`src/rtl/mem_req_issuer_pkg.sv`:
```
// mem_req_issuer_pkg: funct3 encodings, oprand bit positions, issuer FSM
// states and the helpers that judge and encode a queued request.
package mem_req_issuer_pkg;

  localparam logic [2:0] LB  = 3'b000;
  localparam logic [2:0] LH  = 3'b001;
  localparam logic [2:0] LW  = 3'b010;
  localparam logic [2:0] LBU = 3'b100;
  localparam logic [2:0] LHU = 3'b101;
  localparam logic [2:0] SB  = 3'b000;
  localparam logic [2:0] SH  = 3'b001;
  localparam logic [2:0] SW  = 3'b010;

  localparam int OPRAND_STROBE_BIT = 20;
  localparam int OPRAND_STORE_BIT  = 31;

  typedef enum logic {
    IDLE = 1'b0,
    WAIT = 1'b1
  } state_t;

  // Loads accept the five RV32I widths; stores only byte, half and word.
  function automatic logic funct3_legal(input logic store, input logic [2:0] funct3);
    if (store) begin
      return (funct3 == SB) || (funct3 == SH) || (funct3 == SW);
    end
    return (funct3 == LB) || (funct3 == LH) || (funct3 == LW) ||
           (funct3 == LBU) || (funct3 == LHU);
  endfunction

  // Strobe word for the controller: strobe, store flag and funct3, rest zero.
  function automatic logic [31:0] build_oprand(input logic store, input logic [2:0] funct3);
    logic [31:0] op;
    op = '0;
    op[OPRAND_STROBE_BIT] = 1'b1;
    op[OPRAND_STORE_BIT]  = store;
    op[2:0]               = funct3;
    return op;
  endfunction

endpackage

```
`src/rtl/mem_req_issuer_fifo.sv`:
```
// req_fifo: small synchronous request queue with wrap-bit pointers.
// The head is read straight from storage, so a pushed entry becomes visible
// only on the cycle after it is written (no flow-through). clear empties it.
module req_fifo #(
  parameter int DEPTH = 4,
  parameter int WIDTH = 8
) (
  input  logic             clk,
  input  logic             rst,
  input  logic             clear,
  input  logic             push,
  input  logic [WIDTH-1:0] push_data,
  input  logic             pop,
  output logic [WIDTH-1:0] head,
  output logic             full,
  output logic             empty
);

  localparam int AW = $clog2(DEPTH);

  logic [WIDTH-1:0] mem [DEPTH];
  logic [AW:0]      wr_ptr;
  logic [AW:0]      rd_ptr;

  assign empty = (wr_ptr == rd_ptr);
  assign full  = (wr_ptr[AW-1:0] == rd_ptr[AW-1:0]) && (wr_ptr[AW] != rd_ptr[AW]);
  assign head  = mem[rd_ptr[AW-1:0]];

  // Pointer update; clear wins over any push or pop in the same cycle.
  always_ff @(posedge clk or posedge rst) begin
    if (rst) begin
      wr_ptr <= '0;
      rd_ptr <= '0;
    end else if (clear) begin
      wr_ptr <= '0;
      rd_ptr <= '0;
    end else begin
      if (push && !full) begin
        wr_ptr <= wr_ptr + 1'b1;
      end
      if (pop && !empty) begin
        rd_ptr <= rd_ptr + 1'b1;
      end
    end
  end

  // Entry storage; contents of empty slots are don't-care so no reset.
  always_ff @(posedge clk) begin
    if (push && !full && !clear) begin
      mem[wr_ptr[AW-1:0]] <= push_data;
    end
  end

endmodule

```
`src/rtl/mem_req_issuer.sv`:
```
// mem_req_issuer: queues load/store requests and issues them one at a time
// to the unified icache/memory controller via the oprand[20] strobe, then
// returns the result and tag to the load/store buffer.
// Build option: define MISALIGN_CHECK_EN to reject misaligned half/word
// accesses with resp_err instead of issuing them.
module mem_req_issuer #(
  parameter int DEPTH = 4,
  parameter int TAG_W = 4
) (
  input  logic             clk,
  input  logic             rst,
  input  logic             rdy,
  input  logic             flush,
  input  logic             req_valid,
  output logic             req_ready,
  input  logic             req_store,
  input  logic [2:0]       req_funct3,
  input  logic [31:0]      req_addr,
  input  logic [31:0]      req_wdata,
  input  logic [TAG_W-1:0] req_tag,
  output logic [31:0]      mem_addr_in,
  output logic [31:0]      oprand,
  output logic [31:0]      mem_write_data,
  input  logic [1:0]       mem_ready,
  input  logic [31:0]      mem_data,
  output logic             resp_valid,
  output logic [TAG_W-1:0] resp_tag,
  output logic [31:0]      resp_data,
  output logic             resp_err,
  output logic             busy
);

  import mem_req_issuer_pkg::*;

  localparam int ENTRY_W = 1 + 3 + 32 + 32 + TAG_W;

  logic               fifo_full;
  logic               fifo_empty;
  logic               push;
  logic               pop;
  logic [ENTRY_W-1:0] head;
  logic               head_store;
  logic [2:0]         head_funct3;
  logic [31:0]        head_addr;
  logic [31:0]        head_wdata;
  logic [TAG_W-1:0]   head_tag;
  logic               head_legal;
  logic               align_ok;
  state_t             state;
  logic               saved_store;
  logic [TAG_W-1:0]   saved_tag;
  logic               unused_ok;

  // The controller's "ready" bit 0 carries nothing this issuer needs.
  assign unused_ok = mem_ready[0];

  assign req_ready = !fifo_full;
  assign push      = req_valid && !fifo_full && rdy && !flush;
  assign pop       = rdy && !flush && (state == IDLE) && !fifo_empty;
  assign busy      = !fifo_empty || (state != IDLE);

  assign {head_store, head_funct3, head_addr, head_wdata, head_tag} = head;

`ifdef MISALIGN_CHECK_EN
  // Halfwords need addr[0] clear, words need addr[1:0] clear.
  always_comb begin
    align_ok = 1'b1;
    if ((head_funct3[1:0] == 2'b01) && head_addr[0]) begin
      align_ok = 1'b0;
    end
    if ((head_funct3[1:0] == 2'b10) && (head_addr[1:0] != 2'b00)) begin
      align_ok = 1'b0;
    end
  end
`else
  assign align_ok = 1'b1;
`endif

  assign head_legal = funct3_legal(head_store, head_funct3) && align_ok;

  req_fifo #(
    .DEPTH (DEPTH),
    .WIDTH (ENTRY_W)
  ) u_fifo (
    .clk       (clk),
    .rst       (rst),
    .clear     (flush),
    .push      (push),
    .push_data ({req_store, req_funct3, req_addr, req_wdata, req_tag}),
    .pop       (pop),
    .head      (head),
    .full      (fifo_full),
    .empty     (fifo_empty)
  );

  // Issue FSM with registered controller and response outputs; flush beats rdy.
  always_ff @(posedge clk or posedge rst) begin
    if (rst) begin
      state          <= IDLE;
      mem_addr_in    <= '0;
      mem_write_data <= '0;
      oprand         <= '0;
      resp_valid     <= 1'b0;
      resp_tag       <= '0;
      resp_data      <= '0;
      resp_err       <= 1'b0;
      saved_store    <= 1'b0;
      saved_tag      <= '0;
    end else if (flush) begin
      state      <= IDLE;
      oprand     <= '0;
      resp_valid <= 1'b0;
      resp_err   <= 1'b0;
    end else if (rdy) begin
      oprand     <= '0;
      resp_valid <= 1'b0;
      resp_err   <= 1'b0;
      case (state)
        IDLE: begin
          if (!fifo_empty) begin
            if (head_legal) begin
              mem_addr_in    <= head_addr;
              mem_write_data <= head_wdata;
              oprand         <= build_oprand(head_store, head_funct3);
              saved_store    <= head_store;
              saved_tag      <= head_tag;
              state          <= WAIT;
            end else begin
              resp_valid <= 1'b1;
              resp_err   <= 1'b1;
              resp_tag   <= head_tag;
              resp_data  <= '0;
            end
          end
        end
        WAIT: begin
          if (mem_ready[1]) begin
            resp_valid <= 1'b1;
            resp_tag   <= saved_tag;
            resp_data  <= saved_store ? 32'h0 : mem_data;
            state      <= IDLE;
          end
        end
        default: state <= IDLE;
      endcase
    end
  end

endmodule

```
`config.mk`:
```
export PLATFORM = sky130hd
export DESIGN_NAME = mem_req_issuer
export DESIGN_NICKNAME = d
export VERILOG_FILES = /design/src/rtl/mem_req_issuer_pkg.sv /design/src/rtl/mem_req_issuer_fifo.sv /design/src/rtl/mem_req_issuer.sv
export SDC_FILE = /design/constraint.sdc
export NUM_CORES = 1
export LEC_CHECK = 0
export CAP_MARGIN = 10
export CORE_UTILIZATION = 50
export DETAILED_ROUTE_END_ITERATION = 6
export GPL_ROUTABILITY_DRIVEN = 0
export MAX_ROUTING_LAYER = met4
export PLACE_DENSITY = 0.75
export SETUP_SLACK_MARGIN = 0.4
export SLEW_MARGIN = 20
export SYNTH_ARGS = -nofsm -noshare
export SYNTH_HDL_FRONTEND = slang
export SYNTH_SLANG_ARGS = --single-unit
```
`constraint.sdc`:
```
create_clock -name clk -period 7.5 [get_ports clk]
set_input_delay 1.5 -clock clk [delete_from_list [all_inputs] [get_ports clk]]
set_output_delay 1.5 -clock clk [all_outputs]
set_load 0.01 [all_outputs]
```
==> reports/results.txt <==
design area: 0.0194 mm^2
Buf+Inv Stages, Crit Path: 2
Clock Skew: 0.0158 ns
clock slew at reported path FFs: 0.06 ns
Vias: 7391
total CTS buffers: 43
Seq/Total Area, Yosys: 0.747
n_diodes: 0
Nets: 1074
largest net degree at the start of global routing: 80
total wire length: 28.8 mm
row cnt: 64
predominant post-synthesis flop cell: edfxtp_1
R2R Setup Slk: 3.30 ns
compound-gate portion of the synthesized area: 0.0304
Data arrival, critical path: 3.02 ns
port bufs: 218
Final period util: 0.603
CTS tree: built
Clk pwr share: 0.347
FMAX: 221 MHz
Yosys top cell by area: edfxtp_1
cell count after synthesis: 717
Post-Synthesis Cell Area: 0.0156 mm^2
critical path type: reg -> out
Leak: 7.16 nW
P_sw: 1.37 mW
CP delay by family, top: buffers and inverters
# Post-CTS Setup Buffers: 0
Global Route Usage Sum: 0.189
Root Driver: clkbuf_16
average vias per placed instance: 5.33
final setup TNS: 0 ns
slowest cell on the critical path: dfrtp_4
synthesis-stage register bit count: 407
Cell variety after synth: 38
Post-Route Utilization: 0.635
worst min path class: reg -> reg
DP HPWL: 16.7 mm
post-route antenna net violation count: 0
routed wire length per instance: 20.8 um
top cell type's share of synthesized area: 0.556
io pins: 247
hold_buf cts: 0
Synth Area in XOR/XNOR: 0.00330
design internal power: 4.67 mW
crit path time final: 4.52 ns
max-slew violation total from the final report: 0
CP Data Required Time: 6.00 ns
switching part of the total: 0.227
simple-gate area share of the yosys netlist: 0.0115
Critical R2R Launch: u_fifo.rd_ptr[1]$_DFFE_PP0P_
Max H-tree Level: 2
reg2reg path depth: 7
status: completed
final hold slack: 0.476 ns
pwr dens: 310 mW/mm^2
Synth Area in Adders: 0.00402
layout cells sized above 1: 0.236
CTS Buffer Depth: 3
largest family of logic cells by synthesized area: multiplexers
Die Area: 0.0318 mm^2
average size of a mapped cell: 21.7 um^2
vias in the first global route: 7708
crit-path max FO: 42
WP depth: 4
DR pass1 iterations: 5
Resized Gates After CTS: 0
die height: 178 um
mux cell area share after synthesis: 0.175
initial antenna violation count: 0
Post-synth EDFFs: 288
Seq pwr share: 0.469
RSZ-0062 raised after global routing: false
Synth area leaders: edfxtp_1 56%, dfrtp_1 19%, mux4_2 10%, mux2_4 7.0%, a22o_1 1.8%
Setup violations, final: 0
Slew headroom: 0.280
DRT iter0 DRCs: 302
Async S/R FF share, synth: 0.292
Worst path max stage delay: 0.74 ns
Comb pwr share: 0.184
core area: 0.0306 mm^2
GRT overflow: 0
yosys warns: 0
max cap viols: 0
Slew @ Worst Pin: 1.08 ns
placed cell area: 0.0180 mm^2
area grow syn2layout: 24.9%
CP Capture Type: output port
crit path launch: u_fifo.rd_ptr[1]$_DFFE_PP0P_
Initial Utilization: 0.509
Setup crit end: busy
count leader, synth: edfxtp_1
Worst-Skew Late Latency: 0.52 ns
Reg-to-Reg End: mem_addr_in[7]$_DFFE_PP0P_
crit-path cells: buf_4, xnor2_1, nand4_1, clkdlybuf4s50_1
Peak VDD IR: 0.253 mV
crit path launch type: flop
final hold viol count: 0
first-pass GRT wire length: 43.5 mm
CTS sink cnt: 407
die width: 178 um
# DRC: 0
Post-synth top cells: 288 x edfxtp_1, 119 x dfrtp_1, 73 x mux2_4
through the flow:
stage / setup WS (ns) / instances / power (mW)
4_1_cts: 2.87 / 1387 / 6.11
6_report: 2.98 / 1387 / 6.03
5_1_grt: 2.78 / 1387 / 6.28
2_1_floorplan: 2.84 / 743 / 3.38
3_5_place_dp: 2.65 / 1309 / 3.99
3_3_place_gp: 2.70 / 1309 / 3.97
layout by cell type, fill, tap and decap left out, drive strengths merged, types with 9 or more instances in the layout:
cell type and instances:
buf 10, clkinv 11, edfxtp 288, a22o 32, mux4 72, conb 27
clkbuf 54, nand2 20, mux2 73, clkdlybuf4s50 218, inv 9, dfrtp 119
cell type report:
type	instances	area (um^2)
multi-input cells	273	3610
repair buffers	228	2260
inverters	5	23.8
fillers	2152	11200
clock buffers	54	1150
clock inverters	24	267
flip-flops and latches	407	11600
well taps	396	495
power by group through the flow:
| stage | logic [mW] | clock network [mW] | registers [mW] |
|---|---|---|---|
| after floorplan | 0.446 | 0 | 2.93 |
| after global placement | 1.10 | 0 | 2.86 |
| after detailed placement | 1.13 | 0 | 2.86 |
| after CTS | 1.13 | 2.15 | 2.83 |
| after global routing | 1.18 | 2.24 | 2.85 |
| final | 1.11 | 2.10 | 2.83 |
worst min-delay path by stage:
| stage | from | endpoint | slack [ns] | depth (start not counted) |
|---|---|---|---|---|
| 3_5_place_dp | oprand[20]$_DFFE_PP0P_ | oprand[20]$_DFFE_PP0P_ | 0.46 | 2 |
| 5_1_grt | oprand[20]$_DFFE_PP0P_ | oprand[20]$_DFFE_PP0P_ | 0.50 | 2 |
| 3_3_place_gp | resp_valid$_DFFE_PP0P_ | resp_valid$_DFFE_PP0P_ | 0.46 | 2 |
| 6_report | oprand[20]$_DFFE_PP0P_ | oprand[20]$_DFFE_PP0P_ | 0.48 | 2 |
| 4_1_cts | oprand[20]$_DFFE_PP0P_ | oprand[20]$_DFFE_PP0P_ | 0.48 | 2 |
| 2_1_floorplan | saved_tag[3]$_DFFE_PP0P_ | saved_tag[3]$_DFFE_PP0P_ | 0.48 | 1 |
layer usage:
metal,part of all wire,global-route usage
met3,0.069,0.0473
met1,0.41,0.239
met5,0,-
met4,0.014,0.0427
met2,0.51,0.311
worst register-to-register path: stages (launching register included):
cell      delay [ns]
dfrtp_4         0.74
buf_4           0.69
xnor2_1         0.31
a311oi_2        0.97
o21ai_4         0.09
buf_4           0.36
buf_4           0.50
mux2_4          0.43
cells by family (layout without fill, tap and decap cells):
kind of cell | count (synthesis) | after routing
simple gates | 39 | 39
xor+xnor | 5 | 5
buf+inv | 63 | 311
compound gates | 51 | 51
fa+ha+maj | 5 | 5
flops | 407 | 407
mux | 146 | 146
other cells | 1 | 27
sequential cells by signal (all words and copies together) (netlist names), 3 cells and up:
signal and count:
mem_addr_in 32, oprand 5, u_fifo.rd_ptr 3, saved_tag 4, u_fifo.wr_ptr 3, resp_data 32, u_fifo.mem 288, resp_tag 4
mem_write_data 32
No activity file was read; power rests on OpenSTA's default activity.
